$ cat config.mk
export PLATFORM = sky130hd
export DESIGN_NAME = memory_access
export DESIGN_NICKNAME = d
export VERILOG_FILES = /design/src/rtl/memory_access.sv
export SDC_FILE = /design/constraint.sdc
export NUM_CORES = 1
export LEC_CHECK = 0
export ABC_CLOCK_PERIOD_IN_PS = 2300
export BUFFER_PORTS_ARGS = -buffer_cell sky130_fd_sc_hd__clkbuf_2
export CAP_MARGIN = 20
export CORE_UTILIZATION = 35
export CTS_BUF_LIST = sky130_fd_sc_hd__clkbuf_8
export DETAILED_ROUTE_END_ITERATION = 6
export MAX_ROUTING_LAYER = met4
export REMOVE_ABC_BUFFERS = 1
export SYNTH_ARGS = -nofsm -noshare
export SYNTH_HDL_FRONTEND = slang
export SYNTH_SLANG_ARGS = --single-unit
$ cat constraint.sdc
create_clock -name clk -period 2.3 [get_ports clk]
set_input_delay 0.46 -clock clk [delete_from_list [all_inputs] [get_ports clk]]
set_output_delay 0.46 -clock clk [all_outputs]
set_load 0.01 [all_outputs]
$ cat src/rtl/memory_access.sv
// rtl/memory_access.sv - RV32I load/store unit bridging the execute stage to a req/gnt/rvalid data bus
module memory_access #(
    parameter int TIMEOUT_CYCLES = 255
) (
    input  logic        clk,
    input  logic        rst,
    input  logic        valid_in,
    input  logic [31:0] instr,
    input  logic [31:0] exec_result,
    input  logic [31:0] store_data,
    output logic        stall,
    output logic        mem_req,
    output logic        mem_we,
    output logic [31:0] mem_addr,
    output logic [3:0]  mem_wstrb,
    output logic [31:0] mem_wdata,
    input  logic        mem_gnt,
    input  logic        mem_rvalid,
    input  logic [31:0] mem_rdata,
    output logic        wb_valid,
    output logic [31:0] wb_data,
    output logic        misaligned_err,
    output logic        bus_err
);

    typedef enum logic [1:0] {IDLE, REQ, WAIT, RESP} state_t;

    // Count value seen on the edge that closes the last allowed REQ/WAIT cycle
    localparam logic [15:0] LAST_CNT = 16'(TIMEOUT_CYCLES - 1);

    state_t      state;
    logic [15:0] timeout_cnt;
    logic [2:0]  op_funct3;
    logic [1:0]  op_lane;
    logic        op_store;

    logic [2:0]  funct3;
    logic        is_load;
    logic        is_store;
    logic        misaligned;
    logic [3:0]  strb_next;
    logic [31:0] wdata_next;
    logic        bus_done;
    logic        unused_instr_bits;

    assign funct3            = instr[14:12];
    assign unused_instr_bits = ^{instr[31:15], instr[11:7]};

    // Sign/zero-extended load value from the lane the access targeted
    function automatic logic [31:0] load_value(input logic [31:0] word,
                                               input logic [2:0]  f3,
                                               input logic [1:0]  lane);
        logic [31:0] shifted;
        logic [7:0]  b;
        logic [15:0] h;
        shifted = word >> {lane, 3'b000};
        b       = shifted[7:0];
        h       = lane[1] ? word[31:16] : word[15:0];
        case (f3)
            3'b000:  load_value = {{24{b[7]}}, b};
            3'b001:  load_value = {{16{h[15]}}, h};
            3'b100:  load_value = {24'd0, b};
            3'b101:  load_value = {16'd0, h};
            default: load_value = word;
        endcase
    endfunction

    // Decode the presented op: class, alignment, and store lane enables/data
    always_comb begin
        is_load    = (instr[6:0] == 7'b0000011) &&
                     (funct3 == 3'b000 || funct3 == 3'b001 || funct3 == 3'b010 ||
                      funct3 == 3'b100 || funct3 == 3'b101);
        is_store   = (instr[6:0] == 7'b0100011) &&
                     (funct3 == 3'b000 || funct3 == 3'b001 || funct3 == 3'b010);
        misaligned = 1'b0;
        strb_next  = 4'b0000;
        wdata_next = 32'd0;
        case (funct3[1:0])
            2'b01:   misaligned = exec_result[0];
            2'b10:   misaligned = (exec_result[1:0] != 2'b00);
            default: misaligned = 1'b0;
        endcase
        if (is_store) begin
            case (funct3[1:0])
                2'b00: begin
                    strb_next  = 4'b0001 << exec_result[1:0];
                    wdata_next = {4{store_data[7:0]}};
                end
                2'b01: begin
                    strb_next  = exec_result[1] ? 4'b1100 : 4'b0011;
                    wdata_next = {2{store_data[15:0]}};
                end
                default: begin
                    strb_next  = 4'b1111;
                    wdata_next = store_data;
                end
            endcase
        end
    end

    // Response arrives with the grant in REQ, or on its own in WAIT; rvalid alone in REQ is stray
    assign bus_done = mem_rvalid && ((state == WAIT) || (state == REQ && mem_gnt));

    // Op sequencing with every output registered; pulses default low each cycle
    always_ff @(posedge clk or negedge rst) begin
        if (!rst) begin
            state          <= IDLE;
            timeout_cnt    <= 16'd0;
            op_funct3      <= 3'd0;
            op_lane        <= 2'd0;
            op_store       <= 1'b0;
            stall          <= 1'b0;
            mem_req        <= 1'b0;
            mem_we         <= 1'b0;
            mem_addr       <= 32'd0;
            mem_wstrb      <= 4'd0;
            mem_wdata      <= 32'd0;
            wb_valid       <= 1'b0;
            wb_data        <= 32'd0;
            misaligned_err <= 1'b0;
            bus_err        <= 1'b0;
        end else begin
            wb_valid       <= 1'b0;
            misaligned_err <= 1'b0;
            bus_err        <= 1'b0;
            case (state)
                IDLE: begin
                    if (valid_in) begin
                        if (!(is_load || is_store)) begin
                            wb_valid <= 1'b1;
                            wb_data  <= exec_result;
                        end else if (misaligned) begin
                            wb_valid       <= 1'b1;
                            misaligned_err <= 1'b1;
                            wb_data        <= 32'd0;
                        end else begin
                            state       <= REQ;
                            stall       <= 1'b1;
                            mem_req     <= 1'b1;
                            mem_we      <= is_store;
                            mem_addr    <= {exec_result[31:2], 2'b00};
                            mem_wstrb   <= strb_next;
                            mem_wdata   <= wdata_next;
                            op_funct3   <= funct3;
                            op_lane     <= exec_result[1:0];
                            op_store    <= is_store;
                            timeout_cnt <= 16'd0;
                        end
                    end
                end
                REQ, WAIT: begin
                    if (bus_done) begin
                        state    <= RESP;
                        stall    <= 1'b0;
                        mem_req  <= 1'b0;
                        wb_valid <= 1'b1;
                        wb_data  <= op_store ? 32'd0 : load_value(mem_rdata, op_funct3, op_lane);
                    end else if (timeout_cnt == LAST_CNT) begin
                        state    <= RESP;
                        stall    <= 1'b0;
                        mem_req  <= 1'b0;
                        wb_valid <= 1'b1;
                        bus_err  <= 1'b1;
                        wb_data  <= 32'd0;
                    end else begin
                        timeout_cnt <= timeout_cnt + 16'd1;
                        if (state == REQ && mem_gnt) begin
                            state   <= WAIT;
                            mem_req <= 1'b0;
                        end
                    end
                end
                default: begin
                    state <= IDLE;
                end
            endcase
        end
    end

endmodule

**After elaboration in Yosys (flattened, before gate mapping)**

Index checks and enable logic that the tools add are counted.

- Add/subtract/negate cells: 1
- Reductions and logical operators: 23
- Shift operators: 2
- Multiplexer cells: 49
- Equal/unequal tests: 22
- Bitwise gates (word level): 1

Operators by type and width:

| kind | count |
|---|---|
| 32-bit two-way mux | 7 |
| 32-bit case mux with 2 select lines | 2 |
| 32-bit case mux with 4 select lines | 1 |
| 16-bit two-way mux | 6 |
| 16-bit case mux with 2 select lines | 1 |
| 32-bit by 5-bit right shift with 8-bit output | 1 |
| 1-bit two-way mux | 18 |
| 16-bit by 1-bit adder with 16-bit output, second input constant | 1 |
| 16-bit by 8-bit equality test with 1-bit output, second input constant | 1 |
| 3-bit equality test, second input constant | 4 |
| 2-bit two-way mux | 6 |
| 4-bit AND reduction | 3 |
| 2-bit != test, second input constant | 5 |
| 5-bit AND reduction | 2 |
| 4-bit two-way mux | 2 |
| 1-bit case mux with 2 select lines | 4 |
| 4-bit case mux with 2 select lines | 1 |
| 7-bit by 2-bit equality test with 1-bit output, second input constant | 1 |
| 7-bit by 6-bit equality test with 1-bit output, second input constant | 1 |
| 3-bit by 1-bit equality test with 1-bit output, second input constant | 2 |
| 3-bit logical NOT | 2 |
| 1-bit logical OR | 6 |
| 3-bit != test, second input constant | 2 |
| 6-bit AND reduction | 1 |
| 11 further kinds | 18 |

- Bits of input ports: 133
- Output and inout bits: 106
- Register bits after elaboration: 127
- Logic and storage cells: 112

**Logic depth before layout (Yosys ltp)**

Gate-level depths: netlist of run 1.

- Word-level depth: 10
- Depth in mapped cells: 10

**Worst setup path after synthesis of run 1**

No wires, ideal clock.

- Path kind: flip-flop to flip-flop
- From: register state[0]
- To: register wb_data[22]
- Library setup time: 0.125 ns
- Slack: -0.222 ns
- Data arrival time: 2.397 ns
- Period minus slack after synthesis: 2.522 ns
- Stages on the path, launching flop included: 11
- Cells stage by stage: dfrtp_1 > inv_1 > ha_1 > buf_2 > nor4b_1 > and4_1 > or2_2 > clkbuf_1 > o221a_2 > buf_2 > mux2_2

- Cells in the longest elaborated chain, start to end: 6
- Elaborated cells on any way between the ends: 14
- Those cells by class: eq/ne: 5; mux: 2; reduce/logical: 7

Ends and longest elaborated chain:

| element | line | source |
|---|---|---|
| start: declaration | 31 | `state_t state;` |
| start signal: assignment | 107 | `state <= IDLE;` |
| start signal: assignment | 137 | `state <= REQ;` |
| start signal: assignment | 153 | `state <= RESP;` |
| 2-bit by 1-bit equality test with 1-bit output | 102, 126 |  |
| 1-bit logical AND | 102 | `assign bus_done = mem_rvalid && ((state == WAIT) \|\| (state == REQ && mem_gnt));` |
| 1-bit logical OR | 102 |  |
| 1-bit logical AND | 102 |  |
| 3-bit != test (no source line) or 32-bit two-way mux (tied branches) | - |  |
| 4-bit AND reduction (no source line) or 32-bit case mux with 2 select lines (tied branches) | - |  |
| end signal: assignment | 131 | `wb_data <= exec_result;` |
| end signal: assignment | 157 | `wb_data <= op_store ? 32'd0 : load_value(mem_rdata, op_funct3, op_lane);` |
| end: declaration | 21 | `output logic [31:0] wb_data,` |

Several ways; a longest one is shown, not always the timed one.
A chain may end at the register's enable or synchronous reset.

**Worst setup path after layout of run 1**

- From: register state[1]
- To: register wb_data[9]

The elaborated chain is that of the path after synthesis.

==> impl_summary.log, run 1 <==
INFO  metric dieHeight = 140 um
INFO  metric drt_initial_violations = 327
INFO  metric most_common_library_cell_in_the_layout_ignoring_fill_and_taps = sky130_fd_sc_hd__clkbuf_2
INFO  metric postRouteWirelength = 19300 um
INFO  metric post_synth_fa_ha_maj_area_fraction = 1.69%
INFO  metric ctsHoldBuffers = 0
INFO  metric chipWidth = 140 um
INFO  metric ys_warn_count = 0
INFO  metric hpwlAfterDp = 13600 um
INFO  metric max_clock_freq = 445 MHz
INFO  metric grt_pass1_wl = 30800 um
INFO  metric final_period_minus_worst_setup_slack = 2.24 ns
INFO  metric synth.avg_cell_area = 10.4 sq um
INFO  metric commonest_cells_after_routing_fill_and_taps_aside = 213 x sky130_fd_sc_hd__clkbuf_2, 127 x sky130_fd_sc_hd__dfrtp_1, 65 x sky130_fd_sc_hd__nand2_1
INFO  metric share_seq_of_total_power = 34.1%
INFO  metric die_area = 19700 sq um
INFO  metric critPathRequiredTime = 2.63 ns
INFO  metric yosysSeqAreaShare = 47.6%
INFO  metric place.gp.congestion = 0.798
INFO  metric worst_slew_margin_rel = 45.6%
INFO  metric clkSlewWorstSetupHoldPaths = 0.08 ns
INFO  metric end_kind = flop
INFO  metric final.setup.tns = 0 ns
INFO  metric postRouteAntennaNets = 0
INFO  metric final_hold_viol_count = 0
INFO  metric final_layout_size_suffix_gt1_share = 40.2%
INFO  metric yosys-mux-area-fraction = 16.1%
INFO  metric starting_density_of_the_core = 35.7%
INFO  metric setup_viol = 0
INFO  metric finalHoldWorstSlack = 0.117 ns
INFO  metric p_sw_share = 35.5%
INFO  metric std_cell_rows = 50
INFO  metric synthSimpleGateAreaFrac = 14.1%
INFO  metric p_clk_share = 22.4%
INFO  metric synth_top_family_by_area = compound AO/OA/AOI/OAI gates
INFO  metric outcome = finished, final reports clean
INFO  metric setup.worst_path.start_class = flop
INFO  metric num_io_pins = 239
INFO  metric synth-async-reset-ratio = 100%
INFO  metric clock_skews = 0.0111 ns
INFO  metric wl_per_cell = 16.9 um
INFO  metric cts-root-buf = sky130_fd_sc_hd__clkbuf_8
INFO  metric critPathArrivalTime = 2.57 ns
INFO  metric dp_cells = 1106
INFO  metric via_count_of_the_first_global_routing_pass = 5723
INFO  metric synthXorXnorAreaFrac = 0%
INFO  metric drt-pass1-iter-count = 5
INFO  metric maximum_number_of_pins_on_one_net_before_global_route_repair = 128
INFO  metric path_class = flop to flop
INFO  metric synthCells = 641
INFO  metric layout_setup_ws = 0.0552 ns
INFO  metric worst_ir_drop_vdd = 0.000353 V
INFO  metric synth-edff-count = 0
INFO  metric viasPerCell = 5.08
INFO  metric place_worst_setup_slack = -0.275 ns
INFO  metric ctsHtreeMaxLevel = 4
INFO  metric gr-usage-all-layers = 21.0%
INFO  metric areaGrowthSynthToFinish = 33.5%
INFO  metric design.core.area = 18700 sq um
INFO  metric worstHoldPathType = input port to asynchronous set/reset pin
INFO  metric drc = 0
INFO  metric gr-total-overflow = 0
INFO  metric grt_antenna_before_repair = 2
INFO  metric route.vias.total = 5804
INFO  metric cts.sink_count = 127
INFO  metric postSynthRegisterBits = 127
INFO  metric tightest_pin_transition = 0.816 ns
INFO  metric synth-main-ff-cell = sky130_fd_sc_hd__dfrtp_1
INFO  metric pwr-share-comb = 43.5%
INFO  metric sw_power = 0.00291 W
INFO  metric synth_cell_type_count = 55
INFO  metric insertion_delay = 0.45 ns
INFO  metric slew_viol_final = 0
INFO  metric post-layout-total-power = 0.00820 W
INFO  metric layoutNonFillerInstCount = 1143
INFO  metric cts_tree = done
INFO  metric critPathMaxFanout = 11
INFO  metric clockBufferDepth = 2
INFO  metric synth-compound-area-share = 16.8%
INFO  metric p_int = 0.00529 W
INFO  metric power-per-cell-area = 918 nW/um^2
INFO  metric cts-buffers-inserted = 17
INFO  metric setup_repair_after_global_routing_missed_its_margin = yes
INFO  metric cellLeakagePower = 4.56 nW
INFO  metric port-buffer-count = 214
INFO  metric final_min_period_over_clock_period = 97.6%
INFO  metric max-cap-violations = 0
INFO  metric syn_area = 6680 sq um
INFO  metric finalNetCount = 1036
-- cells in the mapped netlist (all sizes together), types with 4 or more instances --
library cell	count	area share, %
clkbuf	29	1.6
nand4	7	0.66
o2bb2ai	8	1.0
dfrtp	127	48
nor2b	16	1.5
o31ai	15	1.7
and3	8	0.75
nor3	4	0.37
a21oi	36	2.7
or4	8	0.95
nand2	65	3.7
ha	9	1.7
mux2i	23	3.4
nor2	12	0.67
o21ai	60	4.5
buf	16	1.4
nand2b	34	3.2
nand3	12	0.90
mux2	73	12
inv	12	0.67
a22oi	8	0.90
a22o	24	3.1
-- metrics by stage --
step | cell area (sq um) | util [%]
after floorplan | 6480 | -
after global placement | 8420 | 45.0
after detailed placement | 8420 | 45.0
after CTS | 8820 | 47.2
after global routing | 8920 | 47.7
final | 8920 | 47.7
-- worst max-delay path: stages, from the launching register on --
cell and delay, ns:
sky130_fd_sc_hd__dfrtp_1 0.40, sky130_fd_sc_hd__inv_2 0.08, sky130_fd_sc_hd__ha_4 0.29, sky130_fd_sc_hd__nor4b_4 0.17, sky130_fd_sc_hd__and4_1 0.24, sky130_fd_sc_hd__or2_4 0.17
sky130_fd_sc_hd__o221a_4 0.25, sky130_fd_sc_hd__clkbuf_16 0.19, sky130_fd_sc_hd__mux2_1 0.33
-- power by group through the flow --
| stage | sequential, W | clock (W) | combinational (W) |
|---|---|---|---|
| after global routing | 0.00284 | 0.00202 | 0.00389 |
| after detailed placement | 0.00283 | 0 | 0.00332 |
| after CTS | 0.00279 | 0.00191 | 0.00339 |
| final | 0.00279 | 0.00184 | 0.00356 |
| after floorplan | 0.00296 | 0 | 0.00166 |
| after global placement | 0.00282 | 0 | 0.00327 |
-- metal layers --
| metal | track usage [%] | wire [um] | vias to the layer above |
|---|---|---|---|
| met5 | - | 0 | - |
| met4 | 6.88 | 295 | 0 |
| met3 | 5.64 | 1050 | 20 |
| met2 | 33.7 | 9190 | 186 |
| met1 | 25.7 | 8740 | 2777 |
| li1 | - | - | 2821 |
-- logic make-up after synthesis --
logic type               after synthesis
adder cells (fa/ha/maj)                9
other                                  1
multiplexers                          97
flip-flops                           127
buffers and inverters                 57
AND/OR/NAND/NOR                      179
AO/OA/AOI/OAI                        171
-- final cells by class --
type,count,area [sq um]
Inverter,12,45.0
Fill cell,1759,9780
Multi-Input combinational cell,458,3350
Clock buffer,18,248
Tap cell,234,293
Clock inverter,14,119
Antenna cell,2,5.00
Sequential cell,127,3180
Timing Repair Buffer,278,1680
-- what timing repair did --
| item | CTS | global route |
|---|---|---|
| buffers inserted | 1 | 1 |
| endpoints found under the setup margin | 39 | 39 |
| gates resized for setup | 4 | 16 |
| pin swaps | 0 | 4 |
| cloned | 0 | 1 |
-- state kept, by name (all words and copies together), names as in the netlist --
register        cells
mem_wstrb           4
mem_req             1
op_lane             2
op_store            1
mem_addr           30
op_funct3           3
wb_valid            1
stall               1
state               2
misaligned_err      1
timeout_cnt        16
mem_wdata          32
bus_err             1
wb_data            32
-- path summary, 6_finish.rpt --
check | depth (start not counted) | start | slack, ns | endpoint
worst max-delay path | 8 | state[1] | 0.06 | wb_data[9]
worst max register to register | 8 | state[1] | 0.06 | wb_data[9]
worst min-delay path | 2 | rst | 0.12 | mem_addr[11]
worst min register to register | 2 | mem_wdata[4] | 0.48 | mem_wdata[4]
max in group asynchronous | 2 | rst | 1.65 | wb_data[0]
min in group clk | 2 | exec_result[29] | 0.24 | mem_addr[29]
No activity file was read; power rests on OpenSTA's default activity.
==> inputs of run 2 (changes only) <==
- GPL_ROUTABILITY_DRIVEN: unset -> 0
- MAX_ROUTING_LAYER: met4 -> unset
==> impl_summary.log, run 2 (synthesized netlist as in run 1, its figures left out) <==
INFO  metric outcome = finished, final reports clean
INFO  metric wl_per_cell = 16.9 um
INFO  metric areaGrowthSynthToFinish = 33.7%
INFO  metric setup.worst_path.start_class = flop
INFO  metric clkSlewWorstSetupHoldPaths = 0.08 ns
INFO  metric ctsHtreeMaxLevel = 4
INFO  metric drt-pass1-iter-count = 5
INFO  metric layoutNonFillerInstCount = 1143
INFO  metric port-buffer-count = 214
INFO  metric slew_viol_final = 0
INFO  metric std_cell_rows = 50
INFO  metric chipWidth = 140 um
INFO  metric stdcell_area = 8930 sq um
INFO  metric worst-r2r-setup-slack = 0.06 ns
INFO  metric cts-root-buf = sky130_fd_sc_hd__clkbuf_8
INFO  metric max-cap-violations = 0
INFO  metric postRouteAntennaNets = 0
INFO  metric worstHoldPathType = input port to asynchronous set/reset pin
INFO  metric design.core.area = 18700 sq um
INFO  metric drc = 0
INFO  metric cp_top_family = simple AND/OR/NAND/NOR gates
INFO  metric gr-usage-all-layers = 20.4%
INFO  metric layout_setup_ws = 0.0637 ns
INFO  metric cts-buffers-inserted = 17
INFO  metric path_class = flop to flop
INFO  metric final_hold_viol_count = 0
INFO  metric clockBufferDepth = 2
INFO  metric starting_density_of_the_core = 35.7%
INFO  metric reg2regPathDepth = 8
INFO  metric setup_repair_after_global_routing_missed_its_margin = yes
INFO  metric multi_input_combinational_cell_area = 3350 sq um
INFO  metric die_area = 19700 sq um
INFO  metric drt_initial_violations = 301
INFO  metric final_layout_size_suffix_gt1_share = 40.3%
INFO  metric commonest_cells_after_routing_fill_and_taps_aside = 213 x sky130_fd_sc_hd__clkbuf_2, 127 x sky130_fd_sc_hd__dfrtp_1, 65 x sky130_fd_sc_hd__nand2_1
INFO  metric max_clock_freq = 447 MHz
INFO  metric gr-total-overflow = 0
INFO  metric end_kind = flop
INFO  metric most_common_library_cell_in_the_layout_ignoring_fill_and_taps = sky130_fd_sc_hd__clkbuf_2
INFO  metric reg2reg_to = wb_data[9]
INFO  metric cp_cell_sequence = inv_2 -> ha_4 -> nor4b_4 -> and4_1 -> or2_4 -> o221a_4 -> clkbuf_16 -> mux2_1
INFO  metric maximum_number_of_pins_on_one_net_before_global_route_repair = 128
INFO  metric slowest_delay = 0.40 ns
INFO  metric worst_slew_margin_rel = 46.4%
INFO  metric cts_tree = done
INFO  metric route.vias.total = 5832
INFO  metric cts.sink_count = 127
INFO  metric dp_cells = 1106
INFO  metric cellLeakagePower = 4.57 nW
INFO  metric grt_pass1_wl = 30800 um
INFO  metric postRouteWirelength = 19300 um
INFO  metric hpwlAfterDp = 13600 um
INFO  metric critPathRequiredTime = 2.62 ns
INFO  metric critPathMaxFanout = 6
INFO  metric crit_path_top_delay_cell = sky130_fd_sc_hd__dfrtp_1
INFO  metric ctsHoldBuffers = 0
INFO  metric tightest_pin_transition = 0.804 ns
INFO  metric final_min_period_over_clock_period = 97.2%
INFO  metric reg.largest.list = mem_wdata (32), wb_data (32), mem_addr (30)
INFO  metric num_io_pins = 239
INFO  metric critPathArrivalTime = 2.56 ns
INFO  metric clock_skews = 0.0111 ns
INFO  metric register_area = 3180 sq um
INFO  metric grt_antenna_before_repair = 2
INFO  metric finalNetCount = 1038
INFO  metric viasPerCell = 5.10
INFO  metric layout.filler_cells = 1754
INFO  metric insertion_delay = 0.45 ns
INFO  metric num_antenna_cells = 0
INFO  metric final_period_minus_worst_setup_slack = 2.24 ns
INFO  metric dieHeight = 140 um
INFO  metric placed_cell_area = 8420 sq um
INFO  metric path_buf_inv = 2
INFO  metric setup_viol = 0
INFO  metric worst_ir_drop_vdd = 0.000345 V
INFO  metric startpoint_of_the_worst_register_to_register_path = state[1]
INFO  metric power-per-cell-area = 924 nW/um^2
INFO  metric place_worst_setup_slack = -0.275 ns
INFO  metric via_count_of_the_first_global_routing_pass = 5728
[run 2: power by group]
part           internal [W]  switching [W]
sequential          0.00259       0.000199
combinational       0.00186        0.00177
clock              0.000875       0.000961
total               0.00533        0.00293
[run 2: per-stage QoR]
stage          hold WS, ns  setup TNS [ns]  util (%)  total power (W)
2_1_floorplan        0.164         -244.29         -          0.00462
3_3_place_gp         0.460          -10.25      45.0          0.00609
3_5_place_dp         0.466          -16.52      45.0          0.00615
4_1_cts              0.132               0      47.2          0.00809
5_1_grt              0.125          -0.264      47.8          0.00881
6_report            0.0846               0      47.8          0.00825
[run 2: layout make-up]
cell class / count / area share [%]
Inverter: 12 / 0.504
Timing Repair Buffer: 280 / 19.0
Tap cell: 234 / 3.28
Multi-Input combinational cell: 458 / 37.5
Clock buffer: 18 / 2.77
Sequential cell: 127 / 35.6
Clock inverter: 14 / 1.33
[run 2: how the worst max path moves through the flow]
stage | startpoint | end | slack [ns] | cells after the start
after global placement | instr[12] | mem_wdata[22] | -0.15 | 10
after CTS | state[1] | wb_data[13] | 0.002 | 8
after detailed placement | instr[12] | mem_wdata[17] | -0.28 | 10
after floorplan | instr[13] | mem_addr[12] | -3.05 | 6
after global routing | state[1] | wb_data[4] | -0.03 | 8
final | state[1] | wb_data[9] | 0.06 | 8
[run 2: layer usage]
| layer | wire, um | up-vias | track usage, % |
|---|---|---|---|
| met4 | 284 | 2 | 6.88 |
| met2 | 9250 | 186 | 33.7 |
| met3 | 1290 | 21 | 6.12 |
| li1 | - | 2823 | - |
| met1 | 8490 | 2800 | 25.3 |
| met5 | 12 | - | 0 |
[run 2: what timing repair did]
action,CTS,global route
pin swaps,0,2
setup endpoints to repair,39,39
gates cloned,0,2
gates resized for setup,4,15
setup buffers,1,2
hold endpoints to repair,0,0
[run 2: worst reg2reg max path: cells and delay by family (launching register included)]
family | cells | cell delay, ns
multiplexers | 1 | 0.32
adder cells (fa/ha/maj) | 1 | 0.28
flip-flops | 1 | 0.40
buffers and inverters | 2 | 0.26
AO/OA/AOI/OAI | 1 | 0.27
AND/OR/NAND/NOR | 3 | 0.59
==> inputs of run 3 (changes only) <==
- CELL_PAD_IN_SITES_DETAIL_PLACEMENT: unset -> 2
- CELL_PAD_IN_SITES_GLOBAL_PLACEMENT: unset -> 2
- CORE_UTILIZATION: 35 -> 28
- PLACE_DENSITY_LB_ADDON: unset -> 0.1
==> impl_summary.log, run 3 (synthesized netlist as in run 1, its figures left out) <==
INFO  metric setup_viol = 0
INFO  metric finalNetCount = 1046
INFO  metric setup_repair_after_global_routing_missed_its_margin = yes
INFO  metric sw_power = 0.00318 W
INFO  metric critPathMaxFanout = 14
INFO  metric areaGrowthSynthToFinish = 39.0%
INFO  metric std_cell_rows = 56
INFO  metric power-per-cell-area = 995 nW/um^2
INFO  metric tightest_pin_transition = 0.716 ns
INFO  metric cts-buffers-inserted = 17
INFO  metric ctsHtreeMaxLevel = 4
INFO  metric dp_cells = 1194
INFO  metric maximum_number_of_pins_on_one_net_before_global_route_repair = 59
INFO  metric hold_depth = 2
INFO  metric final_min_period_over_clock_period = 99.9%
INFO  metric path_class = flop to flop
INFO  metric route.vias.total = 6093
INFO  metric cts-root-buf = sky130_fd_sc_hd__clkbuf_8
INFO  metric worstHoldPathType = input port to flop
INFO  metric final_period_minus_worst_setup_slack = 2.30 ns
INFO  metric drt_initial_violations = 219
INFO  metric p_int = 0.00606 W
INFO  metric clock_skews = 0.0114 ns
INFO  metric most_common_library_cell_in_the_layout_ignoring_fill_and_taps = sky130_fd_sc_hd__clkbuf_2
INFO  metric commonest_cells_after_routing_fill_and_taps_aside = 213 x sky130_fd_sc_hd__clkbuf_2, 127 x sky130_fd_sc_hd__dfrtp_1, 65 x sky130_fd_sc_hd__nand2_1
INFO  metric gr-usage-all-layers = 19.8%
INFO  metric setup.worst_path.start_class = flop
INFO  metric dieHeight = 156 um
INFO  metric drc = 0
INFO  metric worst_slew_margin_rel = 52.3%
INFO  metric cts_tree = done
INFO  metric worst-r2r-setup-slack = 0.002 ns
INFO  metric clkSlewWorstSetupHoldPaths = 0.08 ns
INFO  metric critPathRequiredTime = 2.63 ns
INFO  metric p_sw_share = 34.4%
INFO  metric chipWidth = 156 um
INFO  metric startpoint_of_the_worst_register_to_register_path = state[1]
INFO  metric clockBufferDepth = 2
INFO  metric postRouteAntennaNets = 0
INFO  metric via_count_of_the_first_global_routing_pass = 6616
INFO  metric final_hold_viol_count = 0
INFO  metric gr-total-overflow = 0
INFO  metric port-buffer-count = 214
INFO  metric outcome = finished, final reports clean
INFO  metric pwr-share-comb = 43.4%
INFO  metric holdCritStartpoint = exec_result[16]
INFO  metric p_clk_share = 26.2%
INFO  metric wl_per_cell = 19.5 um
INFO  metric end_kind = flop
INFO  metric postRouteWirelength = 24100 um
INFO  metric die_area = 24500 sq um
INFO  metric grt_pass1_wl = 37000 um
INFO  metric slew_viol_final = 0
INFO  metric grt_antenna_before_repair = 0
INFO  metric finalHoldWorstSlack = 0.230 ns
INFO  metric insertion_delay = 0.45 ns
INFO  metric cts.sink_count = 127
INFO  metric viasPerCell = 4.93
INFO  metric share_seq_of_total_power = 30.4%
INFO  metric max_clock_freq = 435 MHz
INFO  metric design.core.area = 23500 sq um
INFO  metric max-cap-violations = 0
INFO  metric drt-pass1-iter-count = 4
INFO  metric critPathArrivalTime = 2.63 ns
INFO  metric hpwlAfterDp = 17200 um
INFO  metric worst_ir_drop_vdd = 0.000439 V
INFO  metric reg.largest.list = mem_wdata (32), wb_data (32), mem_addr (30)
INFO  metric endpoint_of_the_worst_hold_timing_path = mem_addr[16]
INFO  metric cellLeakagePower = 4.70 nW
INFO  metric layoutNonFillerInstCount = 1235
INFO  metric reg2reg_to = wb_data[30]
INFO  metric num_antenna_cells = 0
INFO  metric starting_density_of_the_core = 28.5%
INFO  metric reg2regPathDepth = 8
INFO  metric crit_startpoint = state[1]
INFO  metric final_layout_size_suffix_gt1_share = 42.4%
INFO  metric num_io_pins = 239
## run 3: cell types whose count changed in the layout (fill, tap and decap cells not counted), moves of 3 or more
cell | previous run | this run
sky130_fd_sc_hd__mux2_4 | 3 | 15
sky130_fd_sc_hd__mux2_1 | 42 | 32
sky130_fd_sc_hd__buf_4 | 55 | 62
sky130_fd_sc_hd__bufinv_16 | 1 | 6
sky130_fd_sc_hd__clkinv_2 | 5 | 1
sky130_fd_sc_hd__clkinvlp_4 | 5 | 2
## run 3: how the worst max path moves through the flow
stage / to / slack, ns / depth (start not counted)
after floorplan: mem_addr[12] / -3.05 / 6
after global placement: wb_data[13] / -0.17 / 8
after detailed placement: wb_data[29] / -0.32 / 7
after CTS: wb_data[0] / 0.006 / 8
after global routing: wb_data[30] / -0.07 / 8
final: wb_data[30] / 0.002 / 8
## run 3: through the flow
step	cell area, sq um	TNS (ns)	utilization (%)	setup WS, ns	total power [W]
2_1_floorplan	6480	-244.29	-	-3.05	0.00462
3_3_place_gp	8540	-8.50	36.4	-0.173	0.00618
3_5_place_dp	8540	-16.57	36.4	-0.318	0.00635
4_1_cts	9110	0	38.8	0.00585	0.00893
5_1_grt	9290	-1.22	39.6	-0.0697	0.00977
6_report	9290	0	39.6	0.00161	0.00924
## run 3: power by group through the flow
stage	Clock, W	Sequential, W	Combinational, W
floorplan	0	0.00296	0.00166
global placement	0	0.00281	0.00337
detailed placement	0	0.00285	0.00350
CTS	0.00250	0.00280	0.00363
global route	0.00258	0.00286	0.00434
finish	0.00242	0.00281	0.00401
## run 3: layout make-up
cell class              instances  area (sq um)
fillers                      2517         14200
multi-input cells             458          3420
flip-flops and latches        127          3180
repair buffers                288          1760
well taps                     319           399
clock buffers                  18           248
clock inverters                13           235
inverters                      12          45.0
## run 3: worst max-delay path, stage by stage, from the launching register on
cell	delay (ns)
sky130_fd_sc_hd__dfrtp_1	0.40
sky130_fd_sc_hd__inv_2	0.08
sky130_fd_sc_hd__ha_4	0.29
sky130_fd_sc_hd__nor4b_4	0.19
sky130_fd_sc_hd__and4_1	0.27
sky130_fd_sc_hd__or2_4	0.15
sky130_fd_sc_hd__o221a_4	0.28
sky130_fd_sc_hd__buf_12	0.18
sky130_fd_sc_hd__mux2_2	0.34
## run 3: repair_timing
action                                 4_1_cts  5_1_grt
setup endpoints to repair                   41       41
gates resized for setup                      9       27
pin swaps                                    0        4
gates cloned                                 0        2
endpoints found under the hold margin       42        0
buffers inserted                             3        4
hold buffers                                 1        0
## run 3: routing by layer
| metal | track usage (%) | routed length (um) | vias to the layer above |
|---|---|---|---|
| met1 | 24.5 | 10500 | 3051 |
| met2 | 33.8 | 11700 | 170 |
| met3 | 4.79 | 1350 | 24 |
| li1 | - | - | 2848 |
| met4 | 6.35 | 409 | 0 |
| met5 | 0 | 0 | - |
